$ cat config.mk
export PLATFORM = sky130hd
export DESIGN_NAME = traffic_light_sequencer
export DESIGN_NICKNAME = d
export VERILOG_FILES = /design/src/rtl/traffic_light_sequencer.sv
export SDC_FILE = /design/constraint.sdc
export NUM_CORES = 1
export LEC_CHECK = 0
export CAP_MARGIN = 20
export CORE_ASPECT_RATIO = 0.75
export CORE_UTILIZATION = 30
export CTS_BUF_LIST = sky130_fd_sc_hd__clkbuf_4 sky130_fd_sc_hd__clkbuf_8
export CTS_CLUSTER_SIZE = 28
export DETAILED_ROUTE_END_ITERATION = 10
export HOLD_SLACK_MARGIN = 0.05
export SLEW_MARGIN = 10
export SYNTH_ARGS = -nofsm -noshare
export SYNTH_HDL_FRONTEND = slang
export SYNTH_SLANG_ARGS = --single-unit
$ cat constraint.sdc
create_clock -name clk -period 3.8 [get_ports clk]
set_input_delay 0.76 -clock clk [delete_from_list [all_inputs] [get_ports clk]]
set_output_delay 0.76 -clock clk [all_outputs]
set_load 0.02 [all_outputs]
$ cat src/rtl/traffic_light_sequencer.sv
// Two-direction intersection sequencer with pedestrian walk, emergency hold and night flash.
// Optional TLS_WALK_COUNTDOWN_EN adds a walkCountdown output showing remaining walk cycles.
module traffic_light_sequencer #(
    parameter int CNT_WIDTH    = 8,
    parameter int GREEN_TICKS  = 8,
    parameter int YELLOW_TICKS = 3,
    parameter int ALLRED_TICKS = 2,
    parameter int WALK_TICKS   = 6,
    parameter int FLASH_TICKS  = 4
) (
    input  logic                 clk,
    input  logic                 rst,
    input  logic [1:0]           mode,
    output logic [2:0]           nsLight,
    output logic [2:0]           ewLight,
    output logic                 walk,
    output logic [2:0]           stateOut
`ifdef TLS_WALK_COUNTDOWN_EN
    ,
    output logic [CNT_WIDTH-1:0] walkCountdown
`endif
);

    typedef enum logic [2:0] {
        ALL_RED     = 3'd0,
        NS_G        = 3'd1,
        NS_Y        = 3'd2,
        EW_G        = 3'd3,
        EW_Y        = 3'd4,
        PED_WALK    = 3'd5,
        EMG_HOLD    = 3'd6,
        NIGHT_FLASH = 3'd7
    } state_e;

    localparam logic [1:0] MODE_DAY   = 2'b00;
    localparam logic [1:0] MODE_NIGHT = 2'b01;
    localparam logic [1:0] MODE_PED   = 2'b10;
    localparam logic [1:0] MODE_EMG   = 2'b11;

    localparam logic [CNT_WIDTH-1:0] ONE       = CNT_WIDTH'(1);
    localparam logic [CNT_WIDTH-1:0] GREEN_LD  = CNT_WIDTH'(GREEN_TICKS - 1);
    localparam logic [CNT_WIDTH-1:0] YELLOW_LD = CNT_WIDTH'(YELLOW_TICKS - 1);
    localparam logic [CNT_WIDTH-1:0] ALLRED_LD = CNT_WIDTH'(ALLRED_TICKS - 1);
    localparam logic [CNT_WIDTH-1:0] WALK_LD   = CNT_WIDTH'(WALK_TICKS - 1);
    localparam logic [CNT_WIDTH-1:0] FLASH_LD  = CNT_WIDTH'(FLASH_TICKS - 1);

    state_e               state_q, state_d;
    logic [CNT_WIDTH-1:0] cnt_q, cnt_d;
    logic                 next_dir_q, next_dir_d;
    logic                 ped_pending_q, ped_pending_d;
    logic                 flash_phase_q, flash_phase_d;

    function automatic logic [2:0] ns_lamp(input state_e s, input logic fp);
        case (s)
            NS_G:        ns_lamp = 3'b001;
            NS_Y:        ns_lamp = 3'b010;
            NIGHT_FLASH: ns_lamp = fp ? 3'b000 : 3'b010;
            default:     ns_lamp = 3'b100;
        endcase
    endfunction

    function automatic logic [2:0] ew_lamp(input state_e s, input logic fp);
        case (s)
            EW_G:        ew_lamp = 3'b001;
            EW_Y:        ew_lamp = 3'b010;
            NIGHT_FLASH: ew_lamp = fp ? 3'b000 : 3'b100;
            default:     ew_lamp = 3'b100;
        endcase
    endfunction

    always_comb begin
        state_d       = state_q;
        cnt_d         = cnt_q - ONE;
        next_dir_d    = next_dir_q;
        ped_pending_d = ped_pending_q | (mode == MODE_PED);
        flash_phase_d = flash_phase_q;
        case (state_q)
            ALL_RED: begin
                if (mode == MODE_EMG) begin
                    state_d = EMG_HOLD;
                    cnt_d   = ALLRED_LD;
                end else if (cnt_q == '0) begin
                    // A request being served wins over a fresh request in the same cycle.
                    if (ped_pending_q) begin
                        state_d       = PED_WALK;
                        cnt_d         = WALK_LD;
                        ped_pending_d = 1'b0;
                    end else if (mode == MODE_NIGHT) begin
                        state_d       = NIGHT_FLASH;
                        cnt_d         = FLASH_LD;
                        flash_phase_d = 1'b0;
                    end else begin
                        state_d = next_dir_q ? EW_G : NS_G;
                        cnt_d   = GREEN_LD;
                    end
                end
            end
            NS_G, EW_G: begin
                if (mode == MODE_EMG || cnt_q == '0) begin
                    state_d = (state_q == NS_G) ? NS_Y : EW_Y;
                    cnt_d   = YELLOW_LD;
                end
            end
            NS_Y, EW_Y: begin
                if (cnt_q == '0) begin
                    state_d    = (mode == MODE_EMG) ? EMG_HOLD : ALL_RED;
                    cnt_d      = ALLRED_LD;
                    next_dir_d = (state_q == NS_Y);
                end
            end
            PED_WALK: begin
                if (mode == MODE_EMG) begin
                    state_d = EMG_HOLD;
                    cnt_d   = ALLRED_LD;
                end else if (cnt_q == '0) begin
                    state_d = ALL_RED;
                    cnt_d   = ALLRED_LD;
                end
            end
            EMG_HOLD: begin
                // Counter parked at the all-red load so the exit gets a full clearance.
                cnt_d = ALLRED_LD;
                if (mode != MODE_EMG) state_d = ALL_RED;
            end
            NIGHT_FLASH: begin
                if (mode == MODE_EMG) begin
                    state_d = EMG_HOLD;
                    cnt_d   = ALLRED_LD;
                end else if (mode == MODE_DAY || mode == MODE_PED) begin
                    state_d = ALL_RED;
                    cnt_d   = ALLRED_LD;
                end else if (cnt_q == '0) begin
                    flash_phase_d = ~flash_phase_q;
                    cnt_d         = FLASH_LD;
                end
            end
            default: begin
                state_d = ALL_RED;
                cnt_d   = ALLRED_LD;
            end
        endcase
    end

    always_ff @(posedge clk or posedge rst) begin
        if (rst) begin
            state_q       <= ALL_RED;
            cnt_q         <= ALLRED_LD;
            next_dir_q    <= 1'b0;
            ped_pending_q <= 1'b0;
            flash_phase_q <= 1'b0;
            nsLight       <= 3'b100;
            ewLight       <= 3'b100;
            walk          <= 1'b0;
            stateOut      <= 3'd0;
`ifdef TLS_WALK_COUNTDOWN_EN
            walkCountdown <= '0;
`endif
        end else begin
            state_q       <= state_d;
            cnt_q         <= cnt_d;
            next_dir_q    <= next_dir_d;
            ped_pending_q <= ped_pending_d;
            flash_phase_q <= flash_phase_d;
            nsLight       <= ns_lamp(state_d, flash_phase_d);
            ewLight       <= ew_lamp(state_d, flash_phase_d);
            walk          <= (state_d == PED_WALK);
            stateOut      <= state_d;
`ifdef TLS_WALK_COUNTDOWN_EN
            walkCountdown <= (state_d == PED_WALK) ? cnt_d + ONE : '0;
`endif
        end
    end

endmodule

== Word-level counts from Yosys, hierarchy flattened ==
Index checks and enable logic that the tools add are counted.

* Register bits: 21
* Output and inout bits: 10
* Logic and storage cells: 78

* Add/subtract/negate cells: 1
* Eq/ne operators: 17
* Multiplexer cells: 42
* Bitwise operators: 2
* Reduce and logical (&&, ||, !) cells: 8

{| class="wikitable"
|+ Operators with widths
! cell !! number
|-
| $mux W8 || 8
|-
| $mux W3 || 16
|-
| $pmux W8 S6 || 1
|-
| $eq A3 B3 Y1 const B || 7
|-
| $pmux W3 S3 || 2
|-
| $pmux W3 S6 || 1
|-
| $eq A3 B2 Y1 const B || 4
|-
| $mux W1 || 11
|-
| $logic_not A8 Y1 || 1
|-
| $sub A8 B1 Y8 const B || 1
|-
| $eq A3 B1 Y1 const B || 2
|-
| $eq A2 B2 Y1 const B || 2
|-
| $mux W2 || 2
|-
| $reduce_or A2 Y1 || 2
|-
| $logic_not A3 Y1 || 1
|-
| $eq A2 B1 Y1 const B || 1
|-
| $logic_not A2 Y1 || 1
|-
| $logic_or A1 B1 Y1 || 2
|-
| $ne A2 B2 Y1 const B || 1
|-
| $pmux W1 S2 || 1
|-
| $reduce_and A2 Y1 || 1
|-
| $not A1 Y1 || 1
|-
| $or A1 B1 Y1 || 1
|}

== Longest topological paths before layout ==
* Depth in word-level cells: 8
* Gate-level depth with buffers: 9
* Depth with buffers taken out: 9

== Least setup slack after synthesis ==
OpenSTA, ideal clock, no wires.

* Path kind: flip-flop to flip-flop
* From: register cnt_q[4]
* To: register nsLight[2]
* Library setup time: 0.085 ns
* Data arrival time: 2.241 ns
* Data required time: 3.715 ns
* Setup slack: 1.474 ns
* Stages on the path, launching flop included: 8
* Path buffers: 1
* Cells stage by stage: dfrtp_1 -> or4_1 -> buf_2 -> or3_1 -> o311ai_2 -> nand2_2 -> nand2_1 -> mux2_1

* Longest elaborated chain between the ends: 6
* Elaborated cells on any way between the ends: 13
* Classes of those cells: eq/ne (3); mux (8); reduce/logical (2)

{| class="wikitable"
|+ RTL lines
! element !! line !! RTL
|-
| start: declaration || 48 || <nowiki>logic [CNT_WIDTH-1:0] cnt_q, cnt_d;</nowiki>
|-
| start signal: assignment || 160 || <nowiki>cnt_q <= cnt_d;</nowiki>
|-
| $logic_not A8 Y1 (*) || -- ||
|-
| $mux W3 (tied with other cells) || 115 || <nowiki>end else if (cnt_q == '0) begin</nowiki>
|-
| $mux W3 (on tied branches) || 112, 79, 99 ||
|-
| $pmux W3 S6 (*) || 77 || <nowiki>case (state_q)</nowiki>
|-
| $eq A3 B3 Y1 (tied with other cells) || 54 || <nowiki>case (s)</nowiki>
|-
| $pmux W3 S3 (*) || 54 ||
|-
| end signal: assignment || 164 || <nowiki>nsLight <= ns_lamp(state_d, flash_phase_d);</nowiki>
|-
| end: declaration || 14 || <nowiki>output logic [2:0] nsLight,</nowiki>
|}

Mark *: on every way between the ends. The rest lies on a longest branch, timed or not.
A chain may end at the register's enable or synchronous reset.

== Final worst setup path ==
* From: register cnt_q[1]
* To: register nsLight[2]

* Longest elaborated chain between the ends: 6
* Elaborated cells on any way between the ends: 13
* Classes of those cells: eq/ne (3); mux (8); reduce/logical (2)

{| class="wikitable"
|+ RTL lines
! element !! line !! RTL
|-
| $logic_not A8 Y1 (*) || -- ||
|-
| $mux W3 (tied with other cells) || 115 ||
|-
| $mux W3 (on tied branches) || 112, 79, 99 ||
|-
| $pmux W3 S6 (*) || 77 ||
|-
| via state_d[1] || 47 || <nowiki>state_e state_q, state_d;</nowiki>
|-
| $eq A3 B3 Y1 (tied with other cells) || 54 ||
|-
| $pmux W3 S3 (*) || 54 ||
|}

The timed path passes the listed nets; every way through them passes the cells marked *.

==> impl_metrics.toml <==
[sta]
finalSetupTns_ns = 0
post-route-period-util_pct = 70.46
rsz0062_at_grt = "no"
skew_ns = 0.001138
setup_ws_ns = 1.123
fmax_mhz = 373.5
tightest_slew_ns = 0.7947
final_hold_viol_count = 0
relSlewSlack_pct = 46.96
finalSetupViolations = 0
slew_viol_final = 0
finalCriticalPeriod_ns = 2.677

[clock_tree]
path_clk_slew_ns = 0.08
postCtsSetupRepairBufs = 0
cts-root-buf = "clkbuf_8"
cts_buffers = 3
tritoncts = "done"
clk_path_buf_depth = 2
cts_sinks = 21
htree_levels = 1
hold_buffers = 0
insertion_delay_ns = 0.26
cts_resized = 0

[finish]
final_layout_size_suffix_gt1_share_pct = 11.84
insertedDiodeCount = 0
fill_cells = 439
final_common_cell = "dfrtp_1"
fin_area_sq_mm = 0.001490
mostFrequentLayoutCells = "18 x dfrtp_1, 14 x nand2_1, 13 x clkdlybuf4s50_1"
nets = 158
area_delta_synth_final_pct = 14.19

[setup_path]
rr_endpoint = "nsLight[2]"
cp-end-kind = "register"
slowest_delay_ns = 0.53
cpMostUsedCell = "o21ai_0"
crit_chain = "inv_1 > ha_1 > or3b_2 > nor3_1 > o21ai_0 > a22oi_2 > o21ai_0 > mux2_1"
cp-start-kind = "register"
critPathMaxFanout = 9
cp_data_arrival_time_ns = 2.87
path_class = "reg2reg"
crit_required_ns = 3.99
worstReg2RegStart = "cnt_q[1]"
crit_family = "simple AND/OR/NAND/NOR gates"
crit_buf_inv = 1
r2r_setup_slack_ns = 1.12
r2r_cells = 8
slowest_stage = "or3b_2"

[route]
ant_nets = 0
drt-total-wl_um = 2822
viasPerCell = 5.430
vias = 1124
drcViolationCount = 0
firstDrtPassIters = 4
drtIter0Drc = 76
wl_per_cell_um = 13.63

[floorplanning]
rows = 20
die_w_um = 78.16
die_y_um = 59.12
dieArea_sq_mm = 0.004621
ios = 14
start_util_pct = 31.80
core_sq_mm = 0.004104

[power_and_ir_drop]
p_leak_nw = 0.5708
ir_drop_v = 0.0003718
power_density_mw_per_mm2 = 917.9

[global_routing]
grt_pass1_vias = 1046
antenna_found_initial = 0
grt_max_degree = 26
grt_pass1_wl_um = 4899
grtUsageTotal_pct = 13.53
grt_overflow = 0

[synth]
synth.avg_cell_area_sq_um = 9.063
syn_inst = 144
ys.flop_type = "dfrtp_1"
synth_nets = 149
ys_ff_latch = 21
synth_edf_count = 0
yosys_warnings = 0
syn_area_sq_mm = 0.001305
async_reset_ff_share_pct = 100.0
yosysSeqAreaShare_pct = 40.56
synth_cell_type_count = 53

[place]
pre_cts_slack_ns = 0.9226
port_buffers = 13
gp_congestion = 1.004
dpl.hpwl_um = 1994
place_area_sq_mm = 0.001444

[flow_run]
drv_cap = 0

[worst_hold_path]
min_path_cells = 2
min_to = "next_dir_q"
hold_class = "reg2reg"
min_from = "next_dir_q"

[status]
status = "completed"
## logic make-up (layout without fill, tap and decap cells)
group	count (synthesis)	count (layout)	share of synthesized area, %
AND/OR/NAND/NOR	54	54	22.44
adder cells (fa/ha/maj)	1	1	0.9586
flip-flops	21	21	40.56
AO/OA/AOI/OAI	43	43	22.53
multiplexers	3	3	2.493
XOR/XNOR	6	6	4.027
buffers and inverters	16	24	6.998
## per-layer routing
metal,routed length (um),global-route usage (%),part of all wire (%),vias up
li1,-,-,-,538
met3,184,4.154,6.5,5
met1,1316,18.54,47,541
met4,15,2.910,0.53,0
met2,1304,21.18,46,40
met5,0,0,0,-
## cell usage after synthesis, types with 3 or more instances
cell type / n / area, sq um
inv_1: 5 / 18.77
nand2b_1: 3 / 18.77
dfrtp_1: 18 / 450.4
nand2_1: 14 / 52.55
nor3_1: 5 / 25.02
dfstp_2: 3 / 78.83
a21oi_1: 9 / 45.04
clkbuf_1: 4 / 15.01
buf_4: 3 / 22.52
o21ai_0: 11 / 55.05
xnor2_1: 4 / 35.03
a31oi_1: 4 / 25.02
o31ai_1: 4 / 30.03
nand3_1: 4 / 20.02
nor2_1: 10 / 37.54
## power by group
part,switching [W],internal (W)
registers,0.000141,0.000325
clock network,0.0000741,0.0000731
logic,0.000424,0.000330
## registers in the layout, summed over array words and instances, names as in the netlist
register       flops
cnt_q              8
ewLight            3
nsLight            3
state_q            3
flash_phase_q      1
next_dir_q         1
ped_pending_q      1
walk               1
## worst max path at each step
stage / endpoint / from / cells after the start
finish: nsLight[2] / cnt_q[1] / 8
global route: nsLight[2] / cnt_q[0] / 8
CTS: nsLight[2] / cnt_q[1] / 8
detailed placement: nsLight[2] / mode[0] / 7
global placement: nsLight[2] / mode[1] / 7
floorplan: nsLight[2] / cnt_q[4] / 7
## tightest hold or removal path: cells and delay by family, from the launching register on
kind / cells / cell delay (ns)
AOI/OAI and AO/OA: 1 / 0.08
and+or+nand+nor: 1 / 0.06
DFF: 1 / 0.38
## per-stage QoR
step | total power, W | instances | utilization [%] | hold slack (ns)
after floorplan | 0.0009437 | 144 | - | 0.4729
after global placement | 0.001216 | 203 | 35.18 | 0.5177
after detailed placement | 0.001222 | 203 | 35.18 | 0.5180
after CTS | 0.001375 | 207 | 36.31 | 0.5428
after global routing | 0.001492 | 207 | 36.31 | 0.5708
final | 0.001368 | 207 | 36.31 | 0.5452
## area by class of cell
cell class	count	area, sq um	area share (%)
multi-input combinational	107	684.4	45.93
sequential	21	529.3	35.52
timing repair buffer	14	137.6	9.236
tap	55	68.82	4.618
clock buffer	3	41.29	2.771
inverter	6	23.77	1.595
clock inverter	1	5.005	0.3359
No activity file was read; power rests on OpenSTA's default activity.
